File: src/rtl/ice_target.sv
// ice_target: core-side responder for the ICE bus.
//
// Decodes 8-bit commands from the ice serial bridge and services them:
// address/count setup, VRAM peek/poke/fill through an arbitrated VRAM
// port, switch readback and a CPU halt request.
//
// Optional feature macro: ICE_FILL_EN
//   defined   -> SET_COUNT (0x05) and FILL (0x04) are implemented
//   undefined -> 0x04/0x05 are illegal, no count register is built
//
// Ports:
//   CLK                   clock (CLK_CPU domain)
//   I_RESET               synchronous active-high reset
//   I_ICE_BUS_CMD[7:0]    bit 7 command toggle, bits 6:0 opcode
//   I_ICE_BUS_FROMICE[15:0] command operand
//   O_ICE_BUS_RESP[7:0]   bit 7 ack toggle, bit 6 error, bit 5 halted
//   O_ICE_BUS_TOICE[15:0] read data (PEEK / READ_SW)
//   I_SW[3:0]             board switches
//   O_HALT                CPU halt request
//   O_VBUS_REQ / I_VBUS_GNT  VRAM port request / grant
//   O_VBUS_ADDR, O_VBUS_WE, O_VBUS_DATA_TOVRAM  VRAM access
//   I_VBUS_DATA_FROMVRAM  VRAM read data, valid one cycle after address
module ice_target #(
  parameter int ADDR_W = 16,
  parameter int DATA_W = 3
) (
  input  logic              CLK,
  input  logic              I_RESET,
  input  logic [7:0]        I_ICE_BUS_CMD,
  input  logic [15:0]       I_ICE_BUS_FROMICE,
  output logic [7:0]        O_ICE_BUS_RESP,
  output logic [15:0]       O_ICE_BUS_TOICE,
  input  logic [3:0]        I_SW,
  output logic              O_HALT,
  output logic              O_VBUS_REQ,
  input  logic              I_VBUS_GNT,
  output logic [ADDR_W-1:0] O_VBUS_ADDR,
  output logic              O_VBUS_WE,
  output logic [DATA_W-1:0] O_VBUS_DATA_TOVRAM,
  input  logic [DATA_W-1:0] I_VBUS_DATA_FROMVRAM
);

  localparam logic [6:0] OP_NOP      = 7'h00;
  localparam logic [6:0] OP_SET_ADDR = 7'h01;
  localparam logic [6:0] OP_PEEK     = 7'h02;
  localparam logic [6:0] OP_POKE     = 7'h03;
  localparam logic [6:0] OP_READ_SW  = 7'h06;
  localparam logic [6:0] OP_HALT     = 7'h07;
`ifdef ICE_FILL_EN
  localparam logic [6:0] OP_FILL      = 7'h04;
  localparam logic [6:0] OP_SET_COUNT = 7'h05;
`endif

  typedef enum logic [1:0] {IDLE, WAIT_GNT, ACCESS, CAPTURE} state_t;

  state_t              state, state_next;
  logic [6:0]          op_q;
  logic [DATA_W-1:0]   operand_q;
  logic [ADDR_W-1:0]   addr;
  logic [15:0]         toice;
  logic                ack, err, halt;
  logic                pending, complete, complete_err, is_write;
  logic [6:0]          opcode;
`ifdef ICE_FILL_EN
  logic [15:0]         count;
  logic [15:0]         remaining;
`endif

  assign opcode  = I_ICE_BUS_CMD[6:0];
  // A new command exists when the toggle differs from the last ack we sent.
  assign pending = (state == IDLE) && (I_ICE_BUS_CMD[7] != ack);

  always_comb begin
    is_write = (op_q == OP_POKE);
`ifdef ICE_FILL_EN
    is_write = is_write || (op_q == OP_FILL);
`endif
  end

  // Next-state logic; 'complete' marks the edge on which the ack toggles.
  always_comb begin
    state_next   = state;
    complete     = 1'b0;
    complete_err = 1'b0;
    case (state)
      IDLE: begin
        if (pending) begin
          case (opcode)
            OP_NOP, OP_SET_ADDR, OP_READ_SW, OP_HALT: complete = 1'b1;
            OP_PEEK, OP_POKE: state_next = WAIT_GNT;
`ifdef ICE_FILL_EN
            OP_SET_COUNT: complete = 1'b1;
            // An empty fill never touches the bus.
            OP_FILL: begin
              if (count == 16'd0) complete = 1'b1;
              else state_next = WAIT_GNT;
            end
`endif
            default: begin
              complete     = 1'b1;
              complete_err = 1'b1;
            end
          endcase
        end
      end
      WAIT_GNT: begin
        if (I_VBUS_GNT) state_next = ACCESS;
      end
      ACCESS: begin
        // Losing the grant holds address/count and re-arbitrates.
        if (!I_VBUS_GNT) begin
          state_next = WAIT_GNT;
        end else if (op_q == OP_PEEK) begin
          state_next = CAPTURE;
`ifdef ICE_FILL_EN
        end else if (op_q == OP_FILL) begin
          if (remaining == 16'd1) begin
            state_next = IDLE;
            complete   = 1'b1;
          end
`endif
        end else begin
          state_next = IDLE;
          complete   = 1'b1;
        end
      end
      CAPTURE: begin
        state_next = IDLE;
        complete   = 1'b1;
      end
      default: state_next = IDLE;
    endcase
  end

  always_ff @(posedge CLK) begin
    if (I_RESET) state <= IDLE;
    else         state <= state_next;
  end

  // Datapath: operand latching at detect, address/count stepping on writes,
  // read capture, and the ack/error/halt status register.
  always_ff @(posedge CLK) begin
    if (I_RESET) begin
      op_q      <= OP_NOP;
      operand_q <= '0;
      addr      <= '0;
      toice     <= '0;
      ack       <= 1'b0;
      err       <= 1'b0;
      halt      <= 1'b0;
`ifdef ICE_FILL_EN
      count     <= '0;
      remaining <= '0;
`endif
    end else begin
      if (complete) begin
        ack <= ~ack;
        err <= complete_err;
      end
      case (state)
        IDLE: begin
          if (pending) begin
            op_q      <= opcode;
            operand_q <= I_ICE_BUS_FROMICE[DATA_W-1:0];
            case (opcode)
              OP_SET_ADDR:  addr  <= I_ICE_BUS_FROMICE[ADDR_W-1:0];
              OP_READ_SW:   toice <= {12'b0, I_SW};
              OP_HALT:      halt  <= I_ICE_BUS_FROMICE[0];
`ifdef ICE_FILL_EN
              OP_SET_COUNT: count     <= I_ICE_BUS_FROMICE;
              OP_FILL:      remaining <= count;
`endif
              default: ;
            endcase
          end
        end
        ACCESS: begin
          if (I_VBUS_GNT && is_write) begin
            addr <= addr + ADDR_W'(1);
`ifdef ICE_FILL_EN
            if (op_q == OP_FILL) remaining <= remaining - 16'd1;
`endif
          end
        end
        CAPTURE: begin
          toice <= 16'(I_VBUS_DATA_FROMVRAM);
          addr  <= addr + ADDR_W'(1);
        end
        default: ;
      endcase
    end
  end

  assign O_ICE_BUS_RESP     = {ack, err, halt, 5'b0};
  assign O_ICE_BUS_TOICE    = toice;
  assign O_HALT             = halt;
  assign O_VBUS_REQ         = (state != IDLE);
  assign O_VBUS_ADDR        = addr;
  assign O_VBUS_WE          = (state == ACCESS) && I_VBUS_GNT && is_write;
  assign O_VBUS_DATA_TOVRAM = operand_q;

endmodule

File: config.mk
export PLATFORM = sky130hd
export DESIGN_NAME = ice_target
export DESIGN_NICKNAME = d
export VERILOG_FILES = /design/src/rtl/ice_target.sv
export SDC_FILE = /design/constraint.sdc
export NUM_CORES = 1
export LEC_CHECK = 0
export CORE_MARGIN = 4
export CORE_UTILIZATION = 48
export DETAILED_ROUTE_END_ITERATION = 6
export GPL_TIMING_DRIVEN = 0
export PLACE_DENSITY = 0.92
export REMOVE_ABC_BUFFERS = 1
export SLEW_MARGIN = 15
export SYNTH_ARGS = -nofsm -noshare
export SYNTH_HDL_FRONTEND = slang
export SYNTH_SLANG_ARGS = --single-unit
File: constraint.sdc
create_clock -name CLK -period 5.7 [get_ports CLK]
set_input_delay 1.71 -clock CLK [delete_from_list [all_inputs] [get_ports CLK]]
set_output_delay 1.71 -clock CLK [all_outputs]
set_load 0.05 [all_outputs]
After elaboration in Yosys (flattened, before gate mapping)
Index checks and enable logic that the tools add are counted.
- register bits: 47
- input bits: 34
- output and inout bits: 46
- word-level logic and storage cells: 64
- add/subtract/negate cells: 1
- equal/unequal tests: 17
- mux-type cells: 21
- bitwise gates (word level): 1
- reductions and logical operators: 16
- operator list (kind ; count):
    two-way mux 16 bit ; 5
    case mux 16 bit (3 select lines) ; 1
    case mux 16 bit (2 select lines) ; 1
    equality test 7 x 2 -> 1 bit, second input constant ; 4
    adder 16 x 1 -> 16 bit, second input constant ; 1
    equality test 7 x 3 -> 1 bit, second input constant ; 2
    two-way mux 2 bit ; 5
    AND reduction 3 bit ; 3
    case mux 2 bit (4 select lines) ; 1
    equality test 7 x 1 -> 1 bit, second input constant ; 1
    logical NOT 7 bit ; 1
    two-way mux 1 bit ; 7
    != test 2 x 1 -> 1 bit, second input constant ; 3
    != test 2 bit, second input constant ; 3
    OR reduction 6 bit ; 1
    equality test 2 bit, second input constant ; 2
    logical AND 1 bit ; 4
    AND reduction 4 bit ; 1
    nonzero test 2 bit ; 2
    case mux 1 bit (3 select lines) ; 1
    nonzero test 3 bit ; 1
    equality test 2 x 1 -> 1 bit, second input constant ; 1
    logical NOT 2 bit ; 1
    AND reduction 2 bit ; 1
    3 further kinds ; 3

Logic depth before layout (Yosys ltp)
Gate-level depths: netlist (run 1).
- word-level depth: 5
- gate-level depth with buffers: 6
- gate-level depth less buffers: 6

Worst setup path after synthesis (run 1)
No wires, ideal clock.
- path kind: in2out
- start point: input port I_VBUS_GNT
- end point: output port O_VBUS_WE
- data arrival time: 2.859 ns
- slack: 1.131 ns
- stages on the path: 2
- buffers on the path: 0
- cells stage by stage: nand3_1 > nor3_1
- cells in the longest elaborated chain, start to end: 2
- ends and longest elaborated chain (what ; RTL line ; text):
    start, declared ; 36 ; input logic I_VBUS_GNT,
    logical AND 1 bit (2 in series) ; 199 ; assign O_VBUS_WE = (state == ACCESS) && I_VBUS_GNT && is_write;
    end, declared ; 38 ; output logic O_VBUS_WE,
Every way passes these cells.

Worst setup path after layout (run 1)
Same ends and word-level chain as after synthesis.

==> impl_metrics.prom, run 1 <==
# TYPE chip_impl_metric gauge
chip_impl_info{name="critPathLaunchType",value="primary input"} 1
chip_impl_metric{name="asyncSetResetFlopFracSynth",unit=""} 0
chip_impl_metric{name="drive_above_1_share",unit=""} 0.0782
chip_impl_info{name="rr_startpoint",value="state[1]"} 1
chip_impl_metric{name="drc",unit=""} 0
chip_impl_metric{name="switching_share",unit=""} 0.366
chip_impl_metric{name="cts-hold-fix-buffers",unit=""} 0
chip_impl_metric{name="clkTransAtPathRegs",unit="ns"} 0.07
chip_impl_metric{name="synth_sequential_area_ratio",unit=""} 0.332
chip_impl_metric{name="finalWeightedCongestion",unit=""} 0.728
chip_impl_metric{name="drt-total-wl",unit="um"} 5190
chip_impl_metric{name="syn_to_final_growth",unit="%"} 29.4
chip_impl_metric{name="p_comb_frac",unit=""} 0.312
chip_impl_metric{name="first_pass_iters",unit=""} 4
chip_impl_metric{name="design.core.area",unit="um^2"} 4120
chip_impl_metric{name="clock_skew",unit="ns"} 0.00294
chip_impl_metric{name="num_io_pins",unit=""} 80
chip_impl_metric{name="cts_resized",unit=""} 0
chip_impl_metric{name="multi_input_comb_area",unit="um^2"} 1250
chip_impl_metric{name="post_cts_buffers",unit=""} 0
chip_impl_metric{name="port_buffers",unit=""} 62
chip_impl_metric{name="max_slew_margin",unit=""} 0.427
chip_impl_metric{name="avgViaCountPerCell",unit=""} 5.48
chip_impl_info{name="worst_r2r_endpoint",value="O_VBUS_ADDR[8]"} 1
chip_impl_metric{name="chipWidth",unit="um"} 74.3
chip_impl_metric{name="global_route_wire_length_before_repair",unit="um"} 8030
chip_impl_metric{name="portion_of_total_power_attributed_to_sequential_cells",unit=""} 0.429
chip_impl_metric{name="detail-route-antenna-nets",unit=""} 0
chip_impl_info{name="holdCritPathClass",value="reg2reg"} 1
chip_impl_metric{name="finalWorstPathRequiredPeriod",unit="ns"} 5.19
chip_impl_info{name="timing.critical_path.to_type",value="primary output"} 1
chip_impl_metric{name="power_per_cell_area",unit="nW/um^2"} 243
chip_impl_metric{name="global_route.overflow_total",unit=""} 0
chip_impl_metric{name="detailroute.via_count",unit=""} 1956
chip_impl_info{name="timing.critical_path.slowest_stage_cell",value="clkdlybuf4s50_1"} 1
chip_impl_metric{name="die-area",unit="um^2"} 5520
chip_impl_metric{name="max_freq",unit="MHz"} 192
chip_impl_metric{name="post_layout_nonfiller_instances",unit=""} 357
chip_impl_metric{name="place_hpwl",unit="um"} 3760
chip_impl_metric{name="synth-edff-count",unit=""} 0
chip_impl_metric{name="final_hold_viols",unit=""} 0
chip_impl_metric{name="total_area_of_sequential_cells",unit="um^2"} 702
chip_impl_metric{name="worst_case_register_to_register_setup_slack",unit="ns"} 3.53
chip_impl_metric{name="initial_standard_cell_utilization_of_the_core",unit=""} 0.513
chip_impl_metric{name="min_delay_path_depth",unit=""} 2
chip_impl_metric{name="clk_latency",unit="ns"} 0.29
chip_impl_metric{name="initial_antenna_violation_count",unit=""} 0
chip_impl_metric{name="worst-endpoint-required",unit="ns"} 3.99
chip_impl_metric{name="global_route.usage.total",unit=""} 0.190
chip_impl_metric{name="synthesis.yosys.warnings",unit=""} 0
chip_impl_metric{name="relative_contribution_of_the_clock_network_to_total_power",unit=""} 0.259
chip_impl_metric{name="route.detailed.wl_per_inst",unit="um"} 14.5
chip_impl_metric{name="tritoncts.num_buffers",unit=""} 5
chip_impl_metric{name="finalMaxSlewViolations",unit=""} 0
chip_impl_metric{name="first_global_vias",unit=""} 1810
chip_impl_metric{name="critical_path_buf_inv_count",unit=""} 2
chip_impl_metric{name="syn_area",unit="um^2"} 2110
chip_impl_metric{name="finalSetupTns",unit="ns"} 0
chip_impl_metric{name="internal-power",unit="mW"} 0.421
chip_impl_info{name="holdPathEnd",value="op_q[1]"} 1
chip_impl_metric{name="postSynthAreaPerCell",unit="um^2"} 8.32
chip_impl_metric{name="synth_cells",unit=""} 254
chip_impl_metric{name="first_iter_violations",unit=""} 160
chip_impl_metric{name="timing.max_cap.violations",unit=""} 0
chip_impl_metric{name="cts_buffer_depth",unit=""} 2
chip_impl_info{name="path_class",value="in2out"} 1
chip_impl_metric{name="cpPeakStageDelay",unit="ns"} 0.85
chip_impl_info{name="hp-start",value="op_q[1]"} 1
chip_impl_info{name="setup_repair_after_global_routing_missed_its_margin",value="no"} 1
chip_impl_info{name="cell_chain_critical_path",value="clkdlybuf4s50_1, nand3_1, nor3_1, clkdlybuf4s50_1"} 1
chip_impl_metric{name="synthDistinctLibCells",unit=""} 47
chip_impl_info{name="critPathMostFrequentCell",value="clkdlybuf4s50_1"} 1
chip_impl_metric{name="yosys_top_cell_area_share",unit=""} 0.332
chip_impl_metric{name="leakage",unit="nW"} 0.929
chip_impl_metric{name="number_of_diodes",unit=""} 0
chip_impl_metric{name="period_share",unit=""} 0.911
chip_impl_metric{name="tritoncts_num_sinks",unit=""} 35
chip_impl_info{name="synth_top_cells_by_area",value="dfxtp_1 33%, buf_4 7.1%, nand2_1 6.0%, a21oi_1 4.7%, mux2i_1 4.7%"} 1
chip_impl_metric{name="cp.arrival",unit="ns"} 3.48
chip_impl_metric{name="setup_viol",unit=""} 0
chip_impl_metric{name="ir_worst_vdd",unit="uV"} 188
chip_impl_info{name="ys_flop_type",value="dfxtp_1"} 1
chip_impl_info{name="path_delay_family",value="buffers and inverters"} 1
chip_impl_metric{name="crit_fanout",unit=""} 5
chip_impl_metric{name="switching_power",unit="mW"} 0.243
chip_impl_metric{name="die_h",unit="um"} 74.3
chip_impl_metric{name="grt_start_max_net_pins",unit=""} 46
chip_impl_metric{name="rows",unit=""} 23
chip_impl_metric{name="worstRegToRegCells",unit=""} 4
chip_impl_metric{name="clock_tree.htree_level_count",unit=""} 2
chip_impl_info{name="clockRootBuffer",value="clkbuf_8"} 1
chip_impl_info{name="clock_tree_from_tritoncts",value="built"} 1
chip_impl_metric{name="count_of_placed_standard_cells_including_taps",unit=""} 349
chip_impl_info{name="outcome",value="complete, no violations"} 1
chip_impl_metric{name="flop_and_latch_count_out_of_synthesis",unit=""} 35
chip_impl_info{name="synth_largest_area_cell",value="dfxtp_1"} 1
chip_impl_metric{name="worst_slew_pin_slew",unit="ns"} 0.859
chip_impl_metric{name="filler_cell_count",unit=""} 345
chip_impl_metric{name="layout.nets",unit=""} 341
chip_impl_info{name="critical_path_launch_point",value="I_VBUS_GNT"} 1
-- layout by cell type (no fill, tap or decap), drive strengths merged, types with 3 or more instances in the layout --
cell type / Yosys / layout
dfxtp: 35 / 35
nand3: 10 / 10
a211oi: 11 / 11
nor2: 23 / 23
nand2: 34 / 34
clkbuf: 10 / 7
xnor2: 6 / 6
nor4b: 3 / 3
mux2: 9 / 9
nor3: 9 / 9
nor4: 3 / 3
a21oi: 20 / 20
mux2i: 10 / 10
nor2b: 4 / 4
conb: 1 / 17
clkdlybuf4s50: 0 / 61
nand2b: 4 / 4
xor2: 3 / 3
inv: 5 / 5
o21ai: 6 / 6
o32ai: 3 / 3
-- worst max-delay path by stage --
stage,to,cells past startpoint
after floorplan,O_VBUS_WE,2
after global placement,O_VBUS_WE,4
after detailed placement,O_VBUS_WE,4
after CTS,O_VBUS_WE,4
after global routing,O_VBUS_WE,4
final,O_VBUS_WE,4
-- power by group through the flow --
stage               combinational [mW]  clock (mW)  sequential (mW)
floorplan                        0.102           0            0.324
global route                     0.224       0.189            0.287
detailed placement               0.208           0            0.290
CTS                              0.209       0.178            0.285
finish                           0.207       0.172            0.285
global placement                 0.204           0            0.289
-- layout make-up --
| class | count | area share |
|---|---|---|
| Sequential cell | 35 | 0.257 |
| Clock inverter | 1 | 0.00183 |
| Timing Repair Buffer | 62 | 0.225 |
| Tap cell | 50 | 0.0229 |
| Inverter | 5 | 0.00687 |
| Clock buffer | 7 | 0.0279 |
| Multi-Input combinational cell | 197 | 0.458 |
-- tightest hold or removal path: cells and delay by family (launching register included) --
kind             cells  cell delay, ns
AND/OR/NAND/NOR      1            0.05
flip-flops           1            0.31
AO/OA/AOI/OAI        1            0.05
-- per-layer routing --
metal	global-route usage	up-vias	share of wire
li1	-	964	-
met1	0.202	903	0.39
met2	0.343	77	0.50
met3	0.0689	12	0.092
met4	0.0692	0	0.018
met5	0	-	0
-- Yosys cell counts (2+ instances only) --
cell type / n
a211oi_1: 11
inv_1: 5
nand2_1: 34
nor3_1: 8
nand2b_1: 4
nor2b_1: 4
nor2_1: 23
buf_1: 2
a21oi_1: 20
o21a_1: 2
clkbuf_1: 10
and4_1: 2
o32ai_1: 3
nand3_1: 9
nor4b_2: 2
buf_4: 20
dfxtp_1: 35
o21ai_0: 6
mux2_2: 8
mux2i_1: 10
nor4_1: 2
xor2_1: 3
xnor2_1: 6
and3_1: 2
-- stage by stage --
step	power [mW]	setup WS [ns]	cell area [um^2]	util	hold WS (ns)
after floorplan	0.426	1.09	1970	-	0.431
after detailed placement	0.498	0.541	2650	0.644	0.452
final	0.664	0.505	2730	0.664	0.459
after global routing	0.699	0.467	2730	0.664	0.491
after global placement	0.493	0.499	2660	0.645	0.448
after CTS	0.672	0.512	2730	0.664	0.462
-- sequential cells by signal, indices dropped and copies added, names as in the netlist --
register            count
O_HALT                  1
err                     1
O_VBUS_ADDR            16
state                   2
ack                     1
O_VBUS_DATA_TOVRAM      3
op_q                    7
O_ICE_BUS_TOICE         4
-- logic make-up (layout without fill, tap and decap cells) --
family | after synthesis | after routing | share of synthesized area
compound gates | 52 | 52 | 0.168
flops | 35 | 35 | 0.332
mux | 19 | 19 | 0.0972
buf+inv | 38 | 75 | 0.104
xor+xnor | 9 | 9 | 0.0373
fa+ha+maj | 1 | 1 | 0.00592
simple gates | 99 | 99 | 0.254
other cells | 1 | 17 | 0.00178
Power figures use the tool's default switching activity.
==> inputs of run 2 (changes only) <==
--- a/config.mk
+++ b/config.mk
@@ -5,11 +5,10 @@
 export SDC_FILE = /design/constraint.sdc
 export NUM_CORES = 1
 export LEC_CHECK = 0
-export CORE_MARGIN = 4
-export CORE_UTILIZATION = 48
+export CORE_UTILIZATION = 35
 export DETAILED_ROUTE_END_ITERATION = 6
 export GPL_TIMING_DRIVEN = 0
-export PLACE_DENSITY = 0.92
+export PLACE_DENSITY = 0.72
 export REMOVE_ABC_BUFFERS = 1
 export SLEW_MARGIN = 15
 export SYNTH_ARGS = -nofsm -noshare
==> run 2 against run 1 <==
  * Worst hold slack improved by 0.0049 ns
  * Via count decreased by 0.20%
  * Critical endpoint unchanged
  * Largest power group unchanged
  * Cell count increased by 6.2%
  * Sequential share of layout area decreased by 0.50 points
  * Final area increased by 2.0%
  * Sequential power about the same
==> impl_metrics.prom, run 2 (synthesis gave the netlist of run 1 again) <==
# TYPE chip_impl_metric gauge
chip_impl_info{name="outcome",value="complete, no violations"} 1
chip_impl_metric{name="gr-usage-met1",unit=""} 0.198
chip_impl_metric{name="die-area",unit="um^2"} 6350
chip_impl_metric{name="cts_resized",unit=""} 0
chip_impl_metric{name="route.detailed.wl_per_inst",unit="um"} 13.0
chip_impl_metric{name="clkTransAtPathRegs",unit="ns"} 0.07
chip_impl_metric{name="switching_power",unit="mW"} 0.246
chip_impl_info{name="timing.critical_path.to_type",value="primary output"} 1
chip_impl_metric{name="internal-power",unit="mW"} 0.430
chip_impl_metric{name="max_slew_margin",unit=""} 0.535
chip_impl_info{name="critPathMostFrequentCell",value="clkdlybuf4s50_1"} 1
chip_impl_info{name="clockRootBuffer",value="clkbuf_8"} 1
chip_impl_metric{name="number_of_diodes",unit=""} 0
chip_impl_metric{name="max_freq",unit="MHz"} 194
chip_impl_metric{name="stdcell_area",unit="um^2"} 2790
chip_impl_metric{name="period_share",unit=""} 0.907
chip_impl_metric{name="drc",unit=""} 0
chip_impl_metric{name="layout.nets",unit=""} 342
chip_impl_metric{name="detail-route-antenna-nets",unit=""} 0
chip_impl_info{name="most_utilized_layer_in_the_global_route_result",value="met2"} 1
chip_impl_metric{name="portion_of_total_power_attributed_to_sequential_cells",unit=""} 0.419
chip_impl_metric{name="clock_skew",unit="ns"} 0.00761
chip_impl_metric{name="cp.arrival",unit="ns"} 3.46
chip_impl_metric{name="cts_buffer_depth",unit=""} 2
chip_impl_metric{name="first_iter_violations",unit=""} 63
chip_impl_metric{name="finalSetupTns",unit="ns"} 0
chip_impl_metric{name="die_h",unit="um"} 79.7
chip_impl_metric{name="placement.cell_area",unit="um^2"} 2700
chip_impl_metric{name="leakage",unit="nW"} 0.942
chip_impl_info{name="timing.critical_path.slowest_stage_cell",value="clkdlybuf4s50_1"} 1
chip_impl_metric{name="num_io_pins",unit=""} 80
chip_impl_metric{name="place_hpwl",unit="um"} 3470
chip_impl_metric{name="initial_standard_cell_utilization_of_the_core",unit=""} 0.372
chip_impl_metric{name="cpPeakStageDelay",unit="ns"} 0.86
chip_impl_metric{name="chipWidth",unit="um"} 79.7
chip_impl_info{name="layout.cells.most_common",value="clkdlybuf4s50_1"} 1
chip_impl_metric{name="port_buffers",unit=""} 62
chip_impl_metric{name="groute.layer.met2.usage",unit=""} 0.262
chip_impl_info{name="clock_tree_from_tritoncts",value="built"} 1
chip_impl_info{name="cell_chain_critical_path",value="clkdlybuf4s50_1, nand3_1, nor3_1, clkdlybuf4s50_1"} 1
chip_impl_info{name="path_class",value="in2out"} 1
chip_impl_metric{name="finalWorstPathRequiredPeriod",unit="ns"} 5.17
chip_impl_metric{name="clock_tree.htree_level_count",unit=""} 2
chip_impl_info{name="path_delay_family",value="buffers and inverters"} 1
chip_impl_metric{name="largest_reg_flops",unit=""} 16
chip_impl_metric{name="initial_antenna_violation_count",unit=""} 0
chip_impl_metric{name="drt-total-wl",unit="um"} 4930
chip_impl_metric{name="gr-usage-met3",unit=""} 0.0503
chip_impl_metric{name="critical_path_buf_inv_count",unit=""} 2
chip_impl_metric{name="final_hold_viols",unit=""} 0
chip_impl_metric{name="worst_slew_pin_slew",unit="ns"} 0.697
chip_impl_metric{name="timing.max_cap.violations",unit=""} 0
chip_impl_metric{name="count_of_placed_standard_cells_including_taps",unit=""} 372
chip_impl_metric{name="switching_share",unit=""} 0.364
chip_impl_metric{name="p_comb_frac",unit=""} 0.308
chip_impl_metric{name="cts-hold-fix-buffers",unit=""} 0
chip_impl_metric{name="post_layout_nonfiller_instances",unit=""} 379
chip_impl_info{name="critPathLaunchType",value="primary input"} 1
chip_impl_metric{name="clk_latency",unit="ns"} 0.29
chip_impl_metric{name="post_cts_buffers",unit=""} 0
chip_impl_info{name="mostFrequentLayoutCells",value="61 x clkdlybuf4s50_1, 34 x dfxtp_1, 34 x nand2_1, 23 x nor2_1, 20 x a21oi_1"} 1
chip_impl_metric{name="avgViaCountPerCell",unit=""} 5.15
chip_impl_metric{name="power_per_cell_area",unit="nW/um^2"} 243
chip_impl_metric{name="tritoncts.num_buffers",unit=""} 5
chip_impl_metric{name="finalWeightedCongestion",unit=""} 0.782
chip_impl_info{name="setup_repair_after_global_routing_missed_its_margin",value="no"} 1
chip_impl_metric{name="design.core.area",unit="um^2"} 5680
chip_impl_metric{name="relative_contribution_of_the_clock_network_to_total_power",unit=""} 0.273
chip_impl_metric{name="first_global_vias",unit=""} 1716
chip_impl_metric{name="tritoncts_num_sinks",unit=""} 35
chip_impl_metric{name="finalMaxSlewViolations",unit=""} 0
chip_impl_metric{name="first_pass_iters",unit=""} 4
chip_impl_metric{name="syn_to_final_growth",unit="%"} 31.9
chip_impl_metric{name="crit_fanout",unit=""} 5
chip_impl_metric{name="setup_viol",unit=""} 0
chip_impl_metric{name="global_route.overflow_total",unit=""} 0
chip_impl_metric{name="ir_worst_vdd",unit="uV"} 191
chip_impl_metric{name="drive_above_1_share",unit=""} 0.0847
chip_impl_metric{name="detailroute.via_count",unit=""} 1952
chip_impl_info{name="holdCritPathClass",value="reg2reg"} 1
chip_impl_metric{name="global_route.usage.total",unit=""} 0.161
chip_impl_metric{name="rows",unit=""} 27
chip_impl_metric{name="worst-endpoint-required",unit="ns"} 3.99
chip_impl_metric{name="global_route_wire_length_before_repair",unit="um"} 7990
chip_impl_metric{name="grt_start_max_net_pins",unit=""} 39
## run 2: worst paths after layout
| check | start | endpoint | slack (ns) | depth (start not counted) |
|---|---|---|---|---|
| worst max register to register | ack | O_ICE_BUS_TOICE[1] | 3.66 | 5 |
| worst min-delay path | O_VBUS_DATA_TOVRAM[1] | O_VBUS_DATA_TOVRAM[1] | 0.46 | 2 |
| worst max-delay path | I_VBUS_GNT | O_VBUS_WE | 0.53 | 4 |
| worst min register to register | O_VBUS_DATA_TOVRAM[1] | O_VBUS_DATA_TOVRAM[1] | 0.46 | 2 |
## run 2: through the flow
step,hold slack (ns),util,total power [mW],setup WS [ns]
floorplan,0.431,-,0.426,1.09
global placement,0.450,0.473,0.496,0.486
detailed placement,0.449,0.476,0.498,0.558
CTS,0.463,0.491,0.685,0.554
global route,0.483,0.491,0.717,0.484
finish,0.464,0.491,0.677,0.532
## run 2: worst reg2reg max path, cell delays in order, from the launching register on
cell      delay (ns)
dfxtp_1         0.38
xor2_1          0.36
nand2_1         0.41
nor3_4          0.42
mux2i_1         0.24
a211oi_1        0.09
## run 2: layout make-up
class | instances | area (um^2)
clock buffers | 6 | 82.6
clock inverters | 1 | 5.00
fillers | 556 | 2890
inverters | 5 | 18.8
multi-input cells | 197 | 1250
flip-flops and latches | 35 | 702
well taps | 72 | 90.1
repair buffers | 63 | 636
## run 2: per-layer routing
metal | vias to the layer above | routed length, um
met5 | - | 0
met4 | 0 | 64
met3 | 6 | 377
met2 | 75 | 2250
met1 | 905 | 2240
li1 | 966 | -
## run 2: power by group through the flow
stage | clock network, mW | registers, mW | logic, mW
3_5_place_dp | 0 | 0.289 | 0.209
6_report | 0.184 | 0.284 | 0.209
4_1_cts | 0.191 | 0.284 | 0.210
5_1_grt | 0.203 | 0.287 | 0.227
3_3_place_gp | 0 | 0.289 | 0.206
2_1_floorplan | 0 | 0.324 | 0.102
